--- src/rtl/instruction_loader_pkg.sv ---
// Shared IF-stage loader constants and FSM state encodings.
// The CHK state exists only when INSTRUCTION_LOADER_CHECKSUM_EN is defined.
package instruction_loader_pkg;

    localparam int          WORD_BYTES    = 4;
    localparam logic [31:0] BASE_ADDR_DEF = 32'd0;

`ifdef INSTRUCTION_LOADER_CHECKSUM_EN
    typedef enum logic [2:0] {HDR_LO, HDR_HI, DATA, CHK, DONE} ld_state_e;
`else
    typedef enum logic [2:0] {HDR_LO, HDR_HI, DATA, DONE} ld_state_e;
`endif

endpackage

--- src/rtl/instruction_loader_if.sv ---
// Byte-stream input, instruction RAM write port and load status of the loader.
interface instruction_loader_if;

    logic        rx_valid;
    logic [7:0]  rx_data;
    logic        rx_ready;
    logic        restart;
    logic        mem_we;
    logic [31:0] mem_addr;
    logic [31:0] mem_wdata;
    logic        core_hold;
    logic        load_done;
    logic        load_err;

    modport slave (
        input  rx_valid, rx_data, restart,
        output rx_ready, mem_we, mem_addr, mem_wdata, core_hold, load_done, load_err
    );

    modport master (
        output rx_valid, rx_data, restart,
        input  rx_ready, mem_we, mem_addr, mem_wdata, core_hold, load_done, load_err
    );

endinterface

--- src/rtl/instruction_loader_word_assembler.sv ---
// Collects little-endian stream bytes into a 32-bit word; word_o is valid with done_o.
module loader_word_assembler
    import instruction_loader_pkg::*;
(
    input  logic        clk,
    input  logic        rst_n,
    input  logic        clr_i,
    input  logic        take_i,
    input  logic [7:0]  byte_i,
    output logic [31:0] word_o,
    output logic        done_o
);

    logic [1:0]  idx_q, idx_d;
    logic [23:0] asm_q, asm_d;

    // The final byte bypasses the register so the word is ready on its handshake cycle.
    assign done_o = take_i && (idx_q == 2'(WORD_BYTES - 1));
    assign word_o = {byte_i, asm_q};

    always_comb begin
        idx_d = idx_q;
        asm_d = asm_q;
        if (clr_i) begin
            idx_d = 2'd0;
            asm_d = 24'd0;
        end else if (take_i) begin
            idx_d = idx_q + 2'd1;
            case (idx_q)
                2'd0:    asm_d[7:0]   = byte_i;
                2'd1:    asm_d[15:8]  = byte_i;
                2'd2:    asm_d[23:16] = byte_i;
                default: asm_d        = asm_q;
            endcase
        end
    end

    always_ff @(posedge clk or negedge rst_n) begin
        if (!rst_n) begin
            idx_q <= 2'd0;
            asm_q <= 24'd0;
        end else begin
            idx_q <= idx_d;
            asm_q <= asm_d;
        end
    end

endmodule

--- src/rtl/instruction_loader.sv ---
// Loads a length-prefixed byte stream into instruction RAM while holding the core in reset.
// Define INSTRUCTION_LOADER_CHECKSUM_EN to add a trailing XOR checksum byte (CHK state).
module instruction_loader
    import instruction_loader_pkg::*;
#(
    parameter int          ADDR_W    = 8,
    parameter logic [31:0] BASE_ADDR = BASE_ADDR_DEF
) (
    input  logic                 clk,
    input  logic                 rst_n,
    instruction_loader_if.slave  bus
);

    localparam logic [16:0] DEPTH     = 17'(1) << ADDR_W;
    localparam logic [31:0] LAST_ADDR = BASE_ADDR + ((32'(DEPTH) - 32'd1) << 2);
    localparam logic [31:0] STEP      = 32'(WORD_BYTES);

    ld_state_e   state_q, state_d;
    logic [15:0] n_q, n_d;
    logic [15:0] cnt_q, cnt_d;
    logic        we_q, we_d;
    logic [31:0] addr_q, addr_d;
    logic [31:0] wdata_q, wdata_d;
    logic        err_q, err_d;
    logic        xfer, asm_clr, asm_take, word_done;
    logic [31:0] word;
    logic [15:0] n_hdr;

`ifdef INSTRUCTION_LOADER_CHECKSUM_EN
    logic [7:0]  xor_q, xor_d;
    localparam ld_state_e ST_TAIL = CHK;
`else
    localparam ld_state_e ST_TAIL = DONE;
`endif

    assign bus.rx_ready  = rst_n && (state_q != DONE);
    assign bus.mem_we    = we_q;
    assign bus.mem_addr  = addr_q;
    assign bus.mem_wdata = wdata_q;
    assign bus.core_hold = (state_q != DONE);
    assign bus.load_done = (state_q == DONE);
    assign bus.load_err  = err_q;

    assign xfer  = bus.rx_valid && bus.rx_ready;
    assign n_hdr = {bus.rx_data, n_q[7:0]};

    loader_word_assembler u_asm (
        .clk    (clk),
        .rst_n  (rst_n),
        .clr_i  (asm_clr),
        .take_i (asm_take),
        .byte_i (bus.rx_data),
        .word_o (word),
        .done_o (word_done)
    );

    always_comb begin
        state_d  = state_q;
        n_d      = n_q;
        cnt_d    = cnt_q;
        we_d     = 1'b0;
        addr_d   = addr_q;
        wdata_d  = wdata_q;
        err_d    = err_q;
        asm_clr  = 1'b0;
        asm_take = 1'b0;
`ifdef INSTRUCTION_LOADER_CHECKSUM_EN
        xor_d    = xor_q;
`endif
        // Address steps after each write pulse and parks on the last RAM word.
        if (we_q && (addr_q != LAST_ADDR))
            addr_d = addr_q + STEP;

        case (state_q)
            HDR_LO: begin
                if (xfer) begin
                    n_d[7:0] = bus.rx_data;
                    state_d  = HDR_HI;
                end
            end
            HDR_HI: begin
                if (xfer) begin
                    n_d[15:8] = bus.rx_data;
                    if ({1'b0, n_hdr} > DEPTH)
                        err_d = 1'b1;
                    state_d = (n_hdr == 16'd0) ? ST_TAIL : DATA;
                end
            end
            DATA: begin
                asm_take = xfer;
`ifdef INSTRUCTION_LOADER_CHECKSUM_EN
                if (xfer)
                    xor_d = xor_q ^ bus.rx_data;
`endif
                if (word_done) begin
                    wdata_d = word;
                    we_d    = ({1'b0, cnt_q} < DEPTH);
                    cnt_d   = cnt_q + 16'd1;
                    if (cnt_q == n_q - 16'd1)
                        state_d = ST_TAIL;
                end
            end
`ifdef INSTRUCTION_LOADER_CHECKSUM_EN
            CHK: begin
                if (xfer) begin
                    if (bus.rx_data != xor_q)
                        err_d = 1'b1;
                    state_d = DONE;
                end
            end
`endif
            DONE: begin
                if (bus.restart) begin
                    state_d = HDR_LO;
                    err_d   = 1'b0;
                    addr_d  = BASE_ADDR;
                    n_d     = 16'd0;
                    cnt_d   = 16'd0;
                    asm_clr = 1'b1;
`ifdef INSTRUCTION_LOADER_CHECKSUM_EN
                    xor_d   = 8'd0;
`endif
                end
            end
            default: state_d = HDR_LO;
        endcase
    end

    always_ff @(posedge clk or negedge rst_n) begin
        if (!rst_n) begin
            state_q <= HDR_LO;
            n_q     <= 16'd0;
            cnt_q   <= 16'd0;
            we_q    <= 1'b0;
            addr_q  <= BASE_ADDR;
            wdata_q <= 32'd0;
            err_q   <= 1'b0;
`ifdef INSTRUCTION_LOADER_CHECKSUM_EN
            xor_q   <= 8'd0;
`endif
        end else begin
            state_q <= state_d;
            n_q     <= n_d;
            cnt_q   <= cnt_d;
            we_q    <= we_d;
            addr_q  <= addr_d;
            wdata_q <= wdata_d;
            err_q   <= err_d;
`ifdef INSTRUCTION_LOADER_CHECKSUM_EN
            xor_q   <= xor_d;
`endif
        end
    end

endmodule

--- src/flat_wrapper.sv ---
// flat-port wrapper written by rule: the top's interface ports become plain ports
module instruction_loader_flat import instruction_loader_pkg::*;
#(
    parameter int          ADDR_W    = 8,
    parameter logic [31:0] BASE_ADDR = BASE_ADDR_DEF
)
  (clk, rst_n, bus_rx_valid, bus_rx_data, bus_restart, bus_rx_ready, bus_mem_we, bus_mem_addr, bus_mem_wdata, bus_core_hold, bus_load_done, bus_load_err);
  instruction_loader_if bus_i ();
  input  logic clk;
  input  logic rst_n;
  input wire logic [$bits(bus_i.rx_valid)-1:0] bus_rx_valid;
  input wire logic [$bits(bus_i.rx_data)-1:0] bus_rx_data;
  input wire logic [$bits(bus_i.restart)-1:0] bus_restart;
  output wire logic [$bits(bus_i.rx_ready)-1:0] bus_rx_ready;
  output wire logic [$bits(bus_i.mem_we)-1:0] bus_mem_we;
  output wire logic [$bits(bus_i.mem_addr)-1:0] bus_mem_addr;
  output wire logic [$bits(bus_i.mem_wdata)-1:0] bus_mem_wdata;
  output wire logic [$bits(bus_i.core_hold)-1:0] bus_core_hold;
  output wire logic [$bits(bus_i.load_done)-1:0] bus_load_done;
  output wire logic [$bits(bus_i.load_err)-1:0] bus_load_err;
  assign bus_i.rx_valid = bus_rx_valid;
  assign bus_i.rx_data = bus_rx_data;
  assign bus_i.restart = bus_restart;
  assign bus_rx_ready = bus_i.rx_ready;
  assign bus_mem_we = bus_i.mem_we;
  assign bus_mem_addr = bus_i.mem_addr;
  assign bus_mem_wdata = bus_i.mem_wdata;
  assign bus_core_hold = bus_i.core_hold;
  assign bus_load_done = bus_i.load_done;
  assign bus_load_err = bus_i.load_err;
  instruction_loader #(.ADDR_W(ADDR_W), .BASE_ADDR(BASE_ADDR)) u_core (.clk(clk), .rst_n(rst_n), .bus(bus_i));
endmodule
--- config.mk ---
export PLATFORM = sky130hd
export DESIGN_NAME = instruction_loader_flat
export DESIGN_NICKNAME = d
export VERILOG_FILES = /design/src/rtl/instruction_loader_pkg.sv /design/src/rtl/instruction_loader_if.sv /design/src/rtl/instruction_loader_word_assembler.sv /design/src/rtl/instruction_loader.sv /design/src/flat_wrapper.sv
export SDC_FILE = /design/constraint.sdc
export NUM_CORES = 1
export LEC_CHECK = 0
export ABC_CLOCK_PERIOD_IN_PS = 2800
export BUFFER_PORTS_ARGS = -buffer_cell sky130_fd_sc_hd__buf_2
export CELL_PAD_IN_SITES_DETAIL_PLACEMENT = 1
export CELL_PAD_IN_SITES_GLOBAL_PLACEMENT = 2
export CORE_ASPECT_RATIO = 1.4
export CORE_MARGIN = 4
export CORE_UTILIZATION = 30
export DETAILED_ROUTE_END_ITERATION = 16
export GPL_TIMING_DRIVEN = 0
export PLACE_DENSITY_LB_ADDON = 0.3
export SETUP_SLACK_MARGIN = 0.4
export SLEW_MARGIN = 10
export SYNTH_ARGS = -nofsm -noshare
export SYNTH_HDL_FRONTEND = slang
export SYNTH_SLANG_ARGS = --single-unit
export TNS_END_PERCENT = 5
--- constraint.sdc ---
create_clock -name clk -period 2.8 [get_ports clk]
set_input_delay 0.42 -clock clk [delete_from_list [all_inputs] [get_ports clk]]
set_output_delay 0.42 -clock clk [all_outputs]
set_load 0.02 [all_outputs]
==> flow_summary.ini <==
[routing]
drc = 0
drt_wl_total_um = 18200
first_pass_iters = 4
routed_via_density = 4.90
wl_per_cell_um = 17.9
ant_nets = 0
vias = 4992
drt_iter0_markers = 207

[worst_setup_path]
cp_common_cell = buf_4
crit_fanout = 5
crit_family = compound AO/OA/AOI/OAI gates
crit_slowest_cell = dfrtp_2
crit_arrival_ps = 2730
crit_chain = buf_4 -> nor4_4 -> buf_4 -> nand2_1 -> a211o_1 -> a221oi_4 -> and4b_1 -> o32ai_2
reg2reg_from = u_core.n_q[0]
r2r_cells = 8
r2r_end = u_core.state_q[1]
crit_buf_inv = 2
worstPathRequired_ps = 3090
cp-end-kind = flop
rrSetupSlack_ps = 360
crit_type = reg -> reg
max_stage_delay_ps = 430
start_kind = flop

[timing]
fin_crit_sh_pct = 87.1
fin_ws_ps = 361
tightest_slew_ps = 776
setup_viol = 0
whs_ps = -2.35
period_minus_slack_ps = 2440
skew_ps = 7.80
maxSlewViolCount = 0
fmax_mhz = 410
rsz0062_at_grt = yes
final-hold-violation-count = 2
slew_headroom_pct = 47.9

[min_path]
hold_path_class = in -> async

[final_layout]
insertedDiodeCount = 0
final_cells = 1019
postLayoutCellArea_um2 = 7800
nNetsFinal = 778
n_fill_cell = 2319
layout-drive-gt1-share_pct = 22.3
area_growth_pct = 27.2

[global_route]
antenna_found_initial = 0
grt_pass1_wl_um = 29500
track_usage_pct = 16.6
gr-total-overflow = 0
grt_max_degree = 59
grt_pass1_vias = 5508

[place]
place_area_um2 = 6880
hpwl_um = 12700
place_inst = 969
gp_congestion = 0.778
portBuffers = 78
place_ws_ps = -675

[synth]
yosys-top-cells-area = dfrtp_1 51%, nand2_1 8.2%, nor2_1 5.1%
synth.avg_cell_area_um2 = 9.63
synth_seq_area_share_pct = 50.6
ys_ff_latch = 124
ys_types = 49
yosysWarningCount = 0
yosys-top-cells-count = 134 x nand2_1, 124 x dfrtp_1, 83 x nor2_1
synth_area_um2 = 6140
yosysMostFrequentCell = nand2_1
synth-edff-count = 0
async_flop_share_pct = 100
syn-instance-count = 637
ys.flop_type = dfrtp_1
yosysTopAreaCell = dfrtp_1
synth_top_area_share_pct = 50.6

[floorplanning]
ioPinCount = 81
die_area_um2 = 22800
die_w_um = 129
core_um2 = 20000
die_y_um = 177
initial_core_util_pct = 30.7
rows = 61

[power]
leakagePower_nw = 3.99
p_per_area_nw_per_um2 = 835
finalPower_mw = 6.52
max-vdd-ir-drop_uv = 466

[cts]
cts.clk_slew.worst_paths_ps = 60
cts_root_buffer = clkbuf_16
clkSinkCount = 124
htreeDepth = 4
cts_buffer_depth = 2
cts_buffers = 17
cts_tree = built
clk_latency_ps = 420

[run_status]
outcome = complete, but fails checks
violations = negative hold slack

[job]
cap_violations = 0
through the flow:
| stage | util [%] | setup TNS [ps] |
|---|---|---|
| after global placement | 34.2 | -195600 |
| final | 39.0 | 0 |
| after global routing | 39.0 | 0 |
| after floorplan | - | 0 |
| after CTS | 38.5 | 0 |
| after detailed placement | 34.4 | -16200 |
worst reg2reg max path, cell delays in order, from the launching register on:
cell and delay [ps]:
dfrtp_2 430, buf_4 160, nor4_4 400, buf_4 180
nand2_1 90, a211o_1 360, a221oi_4 360, and4b_1 260
o32ai_2 80
flip-flops by register name (all words and copies together), names as in the netlist:
| name | flops |
|---|---|
| u_core.bus.mem_wdata | 32 |
| u_core.bus.mem_addr | 30 |
| u_core.u_asm.asm_q | 24 |
| u_core.cnt_q | 16 |
| u_core.n_q | 16 |
| u_core.state_q | 2 |
| u_core.u_asm.idx_q | 2 |
| u_core.bus.load_err | 1 |
| u_core.bus.mem_we | 1 |
power by group:
| group | leakage (nW) | internal, mW | switching, mW |
|---|---|---|---|
| sequential | 1.68 | 2.11 | 0.311 |
| combinational | 2.05 | 0.853 | 1.17 |
| clock | 0.260 | 1.22 | 0.849 |
| total | 3.99 | 4.18 | 2.33 |
worst max path at each step:
| stage | cells after the start | to | startpoint | slack (ps) |
|---|---|---|---|---|
| global placement | 9 | u_core.state_q[1] | rst_n | -2130 |
| CTS | 9 | u_core.state_q[1] | u_core.n_q[0] | 400 |
| floorplan | 8 | u_core.state_q[1] | u_core.n_q[0] | 530 |
| detailed placement | 10 | u_core.state_q[1] | rst_n | -680 |
| global route | 9 | u_core.state_q[1] | u_core.n_q[0] | 300 |
| finish | 8 | u_core.state_q[1] | u_core.n_q[0] | 360 |
metal layers:
layer	global-route usage (%)	share of wire, %	vias to the layer above
met5	0	0	-
li1	-	-	2361
met2	29.8	53	96
met1	19.4	41	2508
met3	3.35	3.6	27
met4	6.04	2.3	0
final cells by class:
| cell class | count | area [um^2] | share of cell area (%) |
|---|---|---|---|
| flip-flops and latches | 124 | 3110 | 39.9 |
| multi-input cells | 474 | 2990 | 38.3 |
| repair buffers | 97 | 626 | 8.02 |
| clock buffers | 19 | 433 | 5.55 |
| well taps | 252 | 315 | 4.04 |
| plain buffers | 28 | 159 | 2.04 |
| clock inverters | 13 | 119 | 1.52 |
| inverters | 12 | 47.5 | 0.609 |
placed cells by master (no fill, tap or decap), types with 9 or more instances in the layout:
cell       count
clkbuf_16     17
nand4_1       19
inv_1         10
nand3_1       20
nor2_1        83
ha_1          10
nand2_1      134
xnor2_1       25
nor2b_1        9
xor2_1        34
dfrtp_2        9
clkbuf_1      15
o21ai_1       13
mux2i_1       25
mux2_1        14
a21oi_1       13
buf_4         18
dfrtp_1      115
buf_2         79
cells by family after synthesis:
family | Yosys count | synth area share, %
adder cells (fa/ha/maj) | 12 | 2.45
buffers and inverters | 40 | 2.98
AO/OA/AOI/OAI | 43 | 4.34
other | 1 | 0.0611
XOR/XNOR | 60 | 8.56
AND/OR/NAND/NOR | 318 | 24.4
flip-flops | 124 | 50.6
multiplexers | 39 | 6.65
repair_timing:
item	CTS	global route
setup endpoints to repair	62	47
buffers inserted	9	6
resized for setup	27	17
endpoints found under the hold margin	58	0
pin swaps	9	10
cloned	1	0
hold buffers	2	0
(Power assumes the default switching activity.)
